**config.mk**
```make
export PLATFORM = sky130hd
export DESIGN_NAME = spi_regbank
export DESIGN_NICKNAME = d
export VERILOG_FILES = /design/src/rtl/spi_pkg.sv /design/src/rtl/spi_sync_edge.sv /design/src/rtl/spi_regbank.sv
export SDC_FILE = /design/constraint.sdc
export NUM_CORES = 1
export LEC_CHECK = 0
export BUFFER_PORTS_ARGS = -buffer_cell sky130_fd_sc_hd__clkbuf_2
export CORE_MARGIN = 4
export CORE_UTILIZATION = 57
export CTS_BUF_LIST = sky130_fd_sc_hd__clkbuf_16
export DETAILED_ROUTE_END_ITERATION = 8
export GPL_ROUTABILITY_DRIVEN = 0
export GPL_TIMING_DRIVEN = 0
export PLACE_DENSITY = 0.89
export SYNTH_ARGS = -nofsm -noshare
export SYNTH_HDL_FRONTEND = slang
export SYNTH_SLANG_ARGS = --single-unit
export TNS_END_PERCENT = 100
```
**constraint.sdc**
```tcl
create_clock -name clk -period 3.4 [get_ports clk]
set_input_delay 0.17 -clock clk [delete_from_list [all_inputs] [get_ports clk]]
set_output_delay 0.17 -clock clk [all_outputs]
set_load 0.05 [all_outputs]
```
**src/rtl/spi_pkg.sv**
```systemverilog
// Shared definitions for the SPI register bank: frame geometry, R/W encoding
// and the {CPOL, CPHA} mode encoding.
package spi_pkg;

  localparam logic RW_WRITE = 1'b1;
  localparam logic RW_READ  = 1'b0;

  typedef enum logic [1:0] {
    SPI_MODE0 = 2'b00,
    SPI_MODE1 = 2'b01,
    SPI_MODE2 = 2'b10,
    SPI_MODE3 = 2'b11
  } spi_mode_e;

  function automatic int frame_len(input int addr_w, input int data_w);
    return 1 + addr_w + data_w;
  endfunction

  function automatic logic mode_cpol(input spi_mode_e m);
    return m[1];
  endfunction

  function automatic logic mode_cpha(input spi_mode_e m);
    return m[0];
  endfunction

endpackage

```
**src/rtl/spi_sync_edge.sv**
```systemverilog
// Multi-flop synchroniser for one asynchronous SPI pin, with rise/fall detect
// on the synchronised level (one extra history flop).
module spi_sync_edge #(
  parameter int SYNC_STAGES = 2
) (
  input  logic i_clk,
  input  logic i_rst_n,
  input  logic i_d,
  output logic o_level,
  output logic o_rise,
  output logic o_fall
);

  logic [SYNC_STAGES-1:0] r_sync;
  logic                   r_prev;

  always_ff @(posedge i_clk or negedge i_rst_n) begin
    if (!i_rst_n) begin
      r_sync <= '0;
      r_prev <= 1'b0;
    end else begin
      r_sync <= {r_sync[SYNC_STAGES-2:0], i_d};
      r_prev <= r_sync[SYNC_STAGES-1];
    end
  end

  assign o_level = r_sync[SYNC_STAGES-1];
  assign o_rise  = r_sync[SYNC_STAGES-1] & ~r_prev;
  assign o_fall  = ~r_sync[SYNC_STAGES-1] & r_prev;

endmodule

```
**src/rtl/spi_regbank.sv**
```systemverilog
// SPI peripheral register bank: write/read frames of {R/W, addr, data}, MSB
// first, fully oversampled in the clk domain; commits on chip-select release.
module spi_regbank
  import spi_pkg::*;
#(
  parameter int ADDR_W      = 7,
  parameter int DATA_W      = 8,
  parameter int NUM_REGS    = 5,
  parameter int CPOL        = 0,
  parameter int CPHA        = 0,
  parameter int SYNC_STAGES = 2
) (
  input  logic                       clk,
  input  logic                       rst_n,
  input  logic                       sclk,
  input  logic                       ncs,
  input  logic                       copi,
  output logic                       cipo,
  output logic                       cipo_oe,
  output logic [NUM_REGS*DATA_W-1:0] regs_out,
  output logic                       wr_strobe,
  output logic [ADDR_W-1:0]          wr_addr,
  output logic                       frame_err
);

  localparam int        FL    = frame_len(ADDR_W, DATA_W);
  localparam int        CNT_W = $clog2(FL + 1);
  localparam spi_mode_e MODE  = spi_mode_e'({CPOL[0], CPHA[0]});
  localparam logic      LEAD_IS_FALL    = mode_cpol(MODE);
  localparam logic      SAMPLE_ON_TRAIL = mode_cpha(MODE);

  logic w_sclk_rise, w_sclk_fall, w_unused_sclk_level;
  logic w_ncs, w_ncs_rise, w_ncs_fall;
  logic w_copi, w_unused_copi_rise, w_unused_copi_fall;

  spi_sync_edge #(.SYNC_STAGES(SYNC_STAGES)) u_sync_sclk (
    .i_clk(clk), .i_rst_n(rst_n), .i_d(sclk),
    .o_level(w_unused_sclk_level), .o_rise(w_sclk_rise), .o_fall(w_sclk_fall));
  spi_sync_edge #(.SYNC_STAGES(SYNC_STAGES)) u_sync_ncs (
    .i_clk(clk), .i_rst_n(rst_n), .i_d(ncs),
    .o_level(w_ncs), .o_rise(w_ncs_rise), .o_fall(w_ncs_fall));
  spi_sync_edge #(.SYNC_STAGES(SYNC_STAGES)) u_sync_copi (
    .i_clk(clk), .i_rst_n(rst_n), .i_d(copi),
    .o_level(w_copi), .o_rise(w_unused_copi_rise), .o_fall(w_unused_copi_fall));

  logic w_lead, w_trail, w_sample, w_drive;
  assign w_lead   = LEAD_IS_FALL ? w_sclk_fall : w_sclk_rise;
  assign w_trail  = LEAD_IS_FALL ? w_sclk_rise : w_sclk_fall;
  assign w_sample = SAMPLE_ON_TRAIL ? w_trail : w_lead;
  assign w_drive  = SAMPLE_ON_TRAIL ? w_lead : w_trail;

  logic [CNT_W-1:0]  r_cnt;
  logic [FL-1:0]     r_shift;
  logic [DATA_W-1:0] r_shadow;
  logic              r_rd_act;
  logic              r_cipo;
  logic              r_cipo_oe;
  logic [DATA_W-1:0] r_regs [NUM_REGS];
  logic              r_wr_strobe;
  logic [ADDR_W-1:0] r_wr_addr;
  logic              r_frame_err;

  logic [FL-1:0]     w_shift_nxt;
  logic [ADDR_W-1:0] w_hdr_addr;
  logic              w_hdr_rw;
  logic [DATA_W-1:0] w_rd_val;
  logic [ADDR_W-1:0] w_cmt_addr;
  logic              w_full;

  // Header fields as they will look once the current bit is shifted in.
  always_comb begin
    w_shift_nxt = {r_shift[FL-2:0], w_copi};
    w_hdr_addr  = w_shift_nxt[ADDR_W-1:0];
    w_hdr_rw    = w_shift_nxt[ADDR_W];
    w_cmt_addr  = r_shift[DATA_W +: ADDR_W];
    w_full      = (r_cnt == CNT_W'(FL));
    w_rd_val    = '0;
    for (int i = 0; i < NUM_REGS; i++) begin
      if (w_hdr_addr == ADDR_W'(i)) w_rd_val = r_regs[i];
    end
  end

  always_ff @(posedge clk or negedge rst_n) begin
    if (!rst_n) begin
      r_cnt       <= '0;
      r_shift     <= '0;
      r_shadow    <= '0;
      r_rd_act    <= 1'b0;
      r_cipo      <= 1'b0;
      r_cipo_oe   <= 1'b0;
      r_wr_strobe <= 1'b0;
      r_wr_addr   <= '0;
      r_frame_err <= 1'b0;
      for (int i = 0; i < NUM_REGS; i++) r_regs[i] <= '0;
    end else begin
      r_wr_strobe <= 1'b0;
      r_frame_err <= 1'b0;
      r_cipo_oe   <= ~w_ncs;
      if (w_ncs_fall) begin
        r_cnt    <= '0;
        r_shift  <= '0;
        r_shadow <= '0;
        r_rd_act <= 1'b0;
        r_cipo   <= 1'b0;
      end else if (w_ncs_rise) begin
        r_rd_act <= 1'b0;
        r_cipo   <= 1'b0;
        if (w_full) begin
          if (r_shift[FL-1] == RW_WRITE) begin
            for (int i = 0; i < NUM_REGS; i++) begin
              if (w_cmt_addr == ADDR_W'(i)) begin
                r_regs[i]   <= r_shift[DATA_W-1:0];
                r_wr_strobe <= 1'b1;
                r_wr_addr   <= w_cmt_addr;
              end
            end
          end
        end else if (r_cnt != '0) begin
          r_frame_err <= 1'b1;
        end
      end else if (!w_ncs) begin
        if (w_sample && !w_full) begin
          r_shift <= w_shift_nxt;
          r_cnt   <= r_cnt + CNT_W'(1);
          if (r_cnt == CNT_W'(ADDR_W) && w_hdr_rw == RW_READ) begin
            r_shadow <= w_rd_val;
            r_rd_act <= 1'b1;
          end
        end
        if (w_drive && r_rd_act) begin
          r_cipo   <= r_shadow[DATA_W-1];
          r_shadow <= {r_shadow[DATA_W-2:0], 1'b0};
        end
      end else begin
        r_cipo <= 1'b0;
      end
    end
  end

  for (genvar g = 0; g < NUM_REGS; g++) begin : g_regs_out
    assign regs_out[g*DATA_W +: DATA_W] = r_regs[g];
  end

  assign cipo      = r_cipo;
  assign cipo_oe   = r_cipo_oe;
  assign wr_strobe = r_wr_strobe;
  assign wr_addr   = r_wr_addr;
  assign frame_err = r_frame_err;

endmodule

```
==> results_dict.tcl, run 1 <==
set metrics [dict create \
    async_flop_share_pct 100 \
    postCtsSetupBuffers 0 \
    hpwl_um 6770 \
    dr.pass1.iters 4 \
    start_util_pct 59.5 \
    synth_cell_types 46 \
    synth_seq_area_share_pct 54.5 \
    core_area_um2 6870 \
    outcome "finished clean" \
    arrival_ns 2.84 \
    drive_above_1_share_pct 31.6 \
    cts_buffer_depth 2 \
    h-tree-depth 3 \
    dp.cells 495 \
    worst_slack_ns 0.790 \
    cts_hold_buf 4 \
    synth_top_family_by_area "multiplexers" \
    postSynthCellCount 343 \
    ys_warn_count 0 \
    die_w_um 92.7 \
    placed_area_um2 4510 \
    worstMarginPinSlew_ns 0.575 \
    vias_per_cell 6.05 \
    min_path_type "in -> async" \
    critical_path_class "reg -> reg" \
    grt_max_degree 62 \
    slowest_delay_ns 0.53 \
    num_vias 3112 \
    finalSetupViolCount 0 \
    final_cell_mix "89 x dfrtp_1, 54 x clkbuf_2, 37 x nand2_1" \
    grt_pass1_vias 3103 \
    wl_per_cell_um 19.2 \
    power.density_nw_per_um2 521 \
    start_kind "flop" \
    preCtsSetupSlack_ns 0.790 \
    ys.flop_type "dfrtp_1" \
    antenna_found_initial 0 \
    clock_latency_ns 0.35 \
    whs_ns 0.327 \
    final_hold_viol_count 0 \
    antenna_cells 0 \
    core.rowCount 30 \
    layout_commonest_cell "dfrtp_1" \
    drcViolationCount 0 \
    cts_tree "yes" \
    synth_fa_ha_area_share_pct 1.53 \
    synth.ff_latch_count 89 \
    cp.required_ns 3.62 \
    leakagePower_nw 2.39 \
    totalWireLength_um 9890 \
    port_buffers 55 \
    fin_crit_ns 2.61 \
    clkSinkCount 89 \
    cts_resized 0 \
    slew_violations 0 \
    drt_iter0_markers 220 \
    synth.area.mux_share_pct 15.1 \
    synth_area_per_cell_um2 11.9 \
    ant_nets 0 \
    netlist_area_um2 4090 \
    fin_cells 514 \
    path_max_fanout 9 \
    synth_nets 353 \
    drv_cap 0 \
    rsz0062_at_grt "no" \
    grt_pass1_wl_um 16200 \
    cts-root-buf "clkbuf_16" \
    yosys.area_share.simple_pct 14.9 \
    fin_nets 424 \
    fmax_ghz 0.383 \
    grtUsageTotal_pct 24.7 \
    slew-limit-headroom_pct 61.4 \
    end_kind "flop" \
    die_y_um 92.7 \
    slowest_stage "or3b_2" \
    finalCritPeriodShare_pct 76.8 \
    skew_ns 0.00835 \
    cts_buffers 9 \
    synth_compound_area_share_pct 10.7 \
    fin_area_um2 4860 \
    synth_edf_count 0 \
    vdd_ir_drop_max_v 0.000360 \
    area_growth_syn_to_layout_pct 19.0 \
    tns_ns 0 \
    grt-ovfl-total 0 \
    clk_pin_slew_ns 0.06 \
    path_cells "inv_1, ha_1, or3b_2, nor4_4, nand3b_1, mux2_2" \
    ios 56 \
    synth_xor_xnor_area_share_pct 0 \
    die-area_um2 8590 \
]
-- routing by layer --
metal	GRT usage (%)	vias up	share of wire, %	routed length, um
met4	10.3	0	2.6	253
met5	0	-	0	0
met2	38.9	141	49	4810
met3	6.58	24	7.7	765
li1	-	1389	-	-
met1	32.5	1558	41	4060
-- registers in the layout, summed over array words and instances (netlist names), 2 cells and up --
| signal | flops |
|---|---|
| r_cnt | 5 |
| r_shadow | 8 |
| r_shift | 16 |
| regs_out | 40 |
| u_sync_copi.r_sync | 2 |
| u_sync_ncs.r_sync | 2 |
| u_sync_sclk.r_sync | 2 |
| wr_addr | 7 |
-- area by class of cell --
cell class | instances | area [um^2]
Clock inverter | 6 | 85.1
Inverter | 9 | 33.8
Timing Repair Buffer | 60 | 345
Clock buffer | 9 | 225
Buffer | 24 | 103
Sequential cell | 89 | 2230
Tap cell | 96 | 120
Multi-Input combinational cell | 221 | 1720
Fill cell | 491 | 2010
-- cells by family (layout without fill, tap and decap cells) --
kind of cell | after synthesis | in the layout
flip-flops | 89 | 89
multiplexers | 48 | 48
AND/OR/NAND/NOR | 105 | 105
adder cells (fa/ha/maj) | 5 | 5
AO/OA/AOI/OAI | 63 | 63
buffers and inverters | 33 | 108
-- Yosys cell counts (4+ instances only) --
master	n	area share, %
inv_1	9	0.83
mux2_4	8	2.9
nand2_1	37	3.4
nor3_1	7	0.86
a221oi_1	8	1.7
or4bb_1	4	1.1
ha_1	5	1.5
buf_2	4	0.49
nand2b_1	9	1.4
a211o_1	5	1.1
clkbuf_1	19	1.7
nor2_1	7	0.64
or2_2	4	0.61
mux2_2	36	9.9
nand4b_1	4	0.86
a21oi_1	5	0.61
and2_1	5	0.77
a21o_1	4	0.73
o21ai_0	26	3.2
a32o_1	5	1.2
dfrtp_1	89	54
nand3_1	5	0.61
mux4_2	4	2.2
-- worst max-delay path: cells and delay by family, from the launching register on --
family / cells / cell delay, ns
adders and majority gates: 1 / 0.27
buffers and inverters: 1 / 0.12
DFF: 1 / 0.49
muxes: 1 / 0.43
and+or+nand+nor: 3 / 1.18
-- through the flow --
step / util, % / total power [mW]
floorplan: - / 1.38
global placement: 65.3 / 1.47
detailed placement: 65.7 / 1.50
CTS: 70.8 / 2.53
global route: 70.8 / 2.63
finish: 70.8 / 2.53
-- report_power, final --
group | switching (mW) | leakage (nW) | internal [mW]
clock | 0.405 | 0.153 | 0.637
sequential | 0.0588 | 1.20 | 1.11
combinational | 0.207 | 1.04 | 0.118
-- path summary, 6_finish.rpt --
kind                                 startpoint               endpoint  slack [ns]  cells after the start
setup / recovery           u_sync_ncs.r_sync[1]           regs_out[17]        0.79                      6
hold / removal                            rst_n           regs_out[37]        0.33                      2
setup reg to reg           u_sync_ncs.r_sync[1]           regs_out[17]        0.79                      6
hold reg to reg            u_sync_ncs.r_sync[0]   u_sync_ncs.r_sync[1]        0.35                      0
max in group asynchronous                 rst_n  u_sync_sclk.r_sync[0]        2.44                      3
min in group clk           u_sync_ncs.r_sync[0]   u_sync_ncs.r_sync[1]        0.35                      0
(Power assumes the default switching activity.)
==> run 2: changes to the inputs <==
- clock period: 3.4 -> 2.66 ns (I/O delays scaled with it)
==> results_dict.tcl, run 2 (synthesis gave the netlist of run 1 again) <==
set metrics [dict create \
    outcome "finished clean" \
    grt_max_degree 62 \
    final_hold_viol_count 0 \
    path_cells "inv_1, ha_1, or3b_2, or3_1, or2_1, buf_6, mux2_4" \
    cts-root-buf "clkbuf_16" \
    cpLargestDelayFamily "simple AND/OR/NAND/NOR gates" \
    worst_r2r_endpoint "regs_out[37]" \
    area_growth_syn_to_layout_pct 19.6 \
    drv_cap 0 \
    tns_ns 0 \
    slowest_stage "or3b_2" \
    cp.depth 7 \
    crit_buf_inv 2 \
    slew_violations 0 \
    die_w_um 92.7 \
    drive_above_1_share_pct 32.3 \
    power.density_nw_per_um2 661 \
    arrival_ns 2.72 \
    num_vias 3109 \
    skew_ns 0.00857 \
    clk_pin_slew_ns 0.06 \
    ant_nets 0 \
    min_path_type "in -> async" \
    endpoint "regs_out[37]" \
    fmax_ghz 0.401 \
    wl_met3_um 825 \
    rr_startpoint "u_sync_ncs.r_sync[1]" \
    grt_pass1_wl_um 16200 \
    cp-startpoint "u_sync_ncs.r_sync[1]" \
    dr.pass1.iters 5 \
    internal_power_mw 2.38 \
    fin_nets 427 \
    wl_met1_um 4040 \
    antenna_cells 0 \
    combPwrFrac_pct 12.8 \
    largest_reg_flops 40 \
    ios 56 \
    core_area_um2 6870 \
    hpwl_um 6770 \
    cts_tree "yes" \
    rrSetupSlack_ns 0.16 \
    p_seq_share_pct 46.1 \
    cts_buffers 9 \
    finalSetupViolCount 0 \
    layout.area.seq_um2 2230 \
    h-tree-depth 3 \
    leakagePower_nw 2.41 \
    multi_input_area_um2 1720 \
    clkSinkCount 89 \
    slowest_delay_ns 0.53 \
    slew-limit-headroom_pct 61.4 \
    vdd_ir_drop_max_v 0.000456 \
    switching_power_uw 848 \
    start_kind "flop" \
    grtUsageTotal_pct 24.7 \
    antenna_found_initial 0 \
    start_util_pct 59.5 \
    rsz0062_at_grt "no" \
    path_max_fanout 9 \
    drt_iter0_markers 207 \
    totalWireLength_um 9940 \
    nFillCells 491 \
    layout_commonest_cell "dfrtp_1" \
    final_cell_mix "88 x dfrtp_1, 54 x clkbuf_2, 37 x nand2_1" \
    cts_buffer_depth 2 \
    die_y_um 92.7 \
    critical_path_class "reg -> reg" \
    vias_per_cell 6.01 \
    whs_ns 0.292 \
    worstMarginPinSlew_ns 0.574 \
    clock_latency_ns 0.34 \
    cp.required_ns 2.88 \
    worst_r2r_path_depth 7 \
    finalCritPeriodShare_pct 93.8 \
    swShare_pct 26.3 \
    die-area_um2 8590 \
    placed_area_um2 4510 \
    end_kind "flop" \
    grt-ovfl-total 0 \
    core.rowCount 30 \
    wl_per_cell_um 19.2 \
    fin_crit_ns 2.50 \
    power_frac_clock_pct 41.0 \
    top_layer "met4" \
    fin_area_um2 4890 \
    dr_wl_met2_um 4870 \
    port_buffers 55 \
    drcViolationCount 0 \
    grt_pass1_vias 3103 \
]
==> run 2: worst min path at each step <==
stage	end	slack, ns	from	cells past startpoint
floorplan	cipo	-0.16	rst_n	0
global placement	u_sync_copi.r_sync[0]	0.24	copi	1
detailed placement	u_sync_copi.r_sync[1]	0.12	rst_n	1
CTS	regs_out[14]	0.31	rst_n	2
global route	u_sync_copi.r_sync[1]	0.33	rst_n	2
finish	regs_out[37]	0.29	rst_n	2
==> run 2: cell type report <==
cell class	count	share of cell area [%]
Tap cell	96	2.46
Multi-Input combinational cell	221	35.3
Buffer	24	2.10
Sequential cell	89	45.6
Inverter	9	0.691
Clock inverter	6	1.74
Timing Repair Buffer	63	7.53
Clock buffer	9	4.61
==> run 2: worst reg2reg max path, stage by stage (launching register included) <==
cell     delay, ns
dfrtp_2       0.44
inv_1         0.09
ha_1          0.26
or3b_2        0.53
or3_1         0.34
or2_1         0.24
buf_6         0.16
mux2_4        0.31
==> run 2: metrics by stage <==
stage / setup WS, ns / util (%) / cells / total power, mW
after floorplan: 0.301 / - / 343 / 1.77
after global placement: 0.116 / 65.3 / 494 / 1.88
after detailed placement: 0.0504 / 65.7 / 495 / 1.91
after CTS: 0.0370 / 70.8 / 514 / 3.23
after global routing: 0.0774 / 71.1 / 517 / 3.36
final: 0.165 / 71.1 / 517 / 3.23
==> run 2: power by group through the flow <==
stage          sequential (mW)  combinational, mW  clock (mW)
2_1_floorplan             1.49              0.275           0
3_3_place_gp              1.50              0.377           0
3_5_place_dp              1.51              0.402           0
4_1_cts                   1.49              0.411        1.34
5_1_grt                   1.50              0.464        1.40
6_report                  1.49              0.415        1.32
==> run 2: per-layer routing <==
metal | global-route usage (%) | vias to the layer above
met5 | 0 | -
met4 | 10.3 | 0
met3 | 6.58 | 22
met2 | 38.9 | 148
met1 | 32.5 | 1542
li1 | - | 1397
==> run 2: what timing repair did <==
| item | 4_1_cts | 5_1_grt |
|---|---|---|
| resized for setup | 0 | 1 |
| buffers inserted | 0 | 3 |
| setup endpoints to repair | 0 | 33 |
| hold buffers | 4 | 0 |
| endpoints found under the hold margin | 31 | 0 |
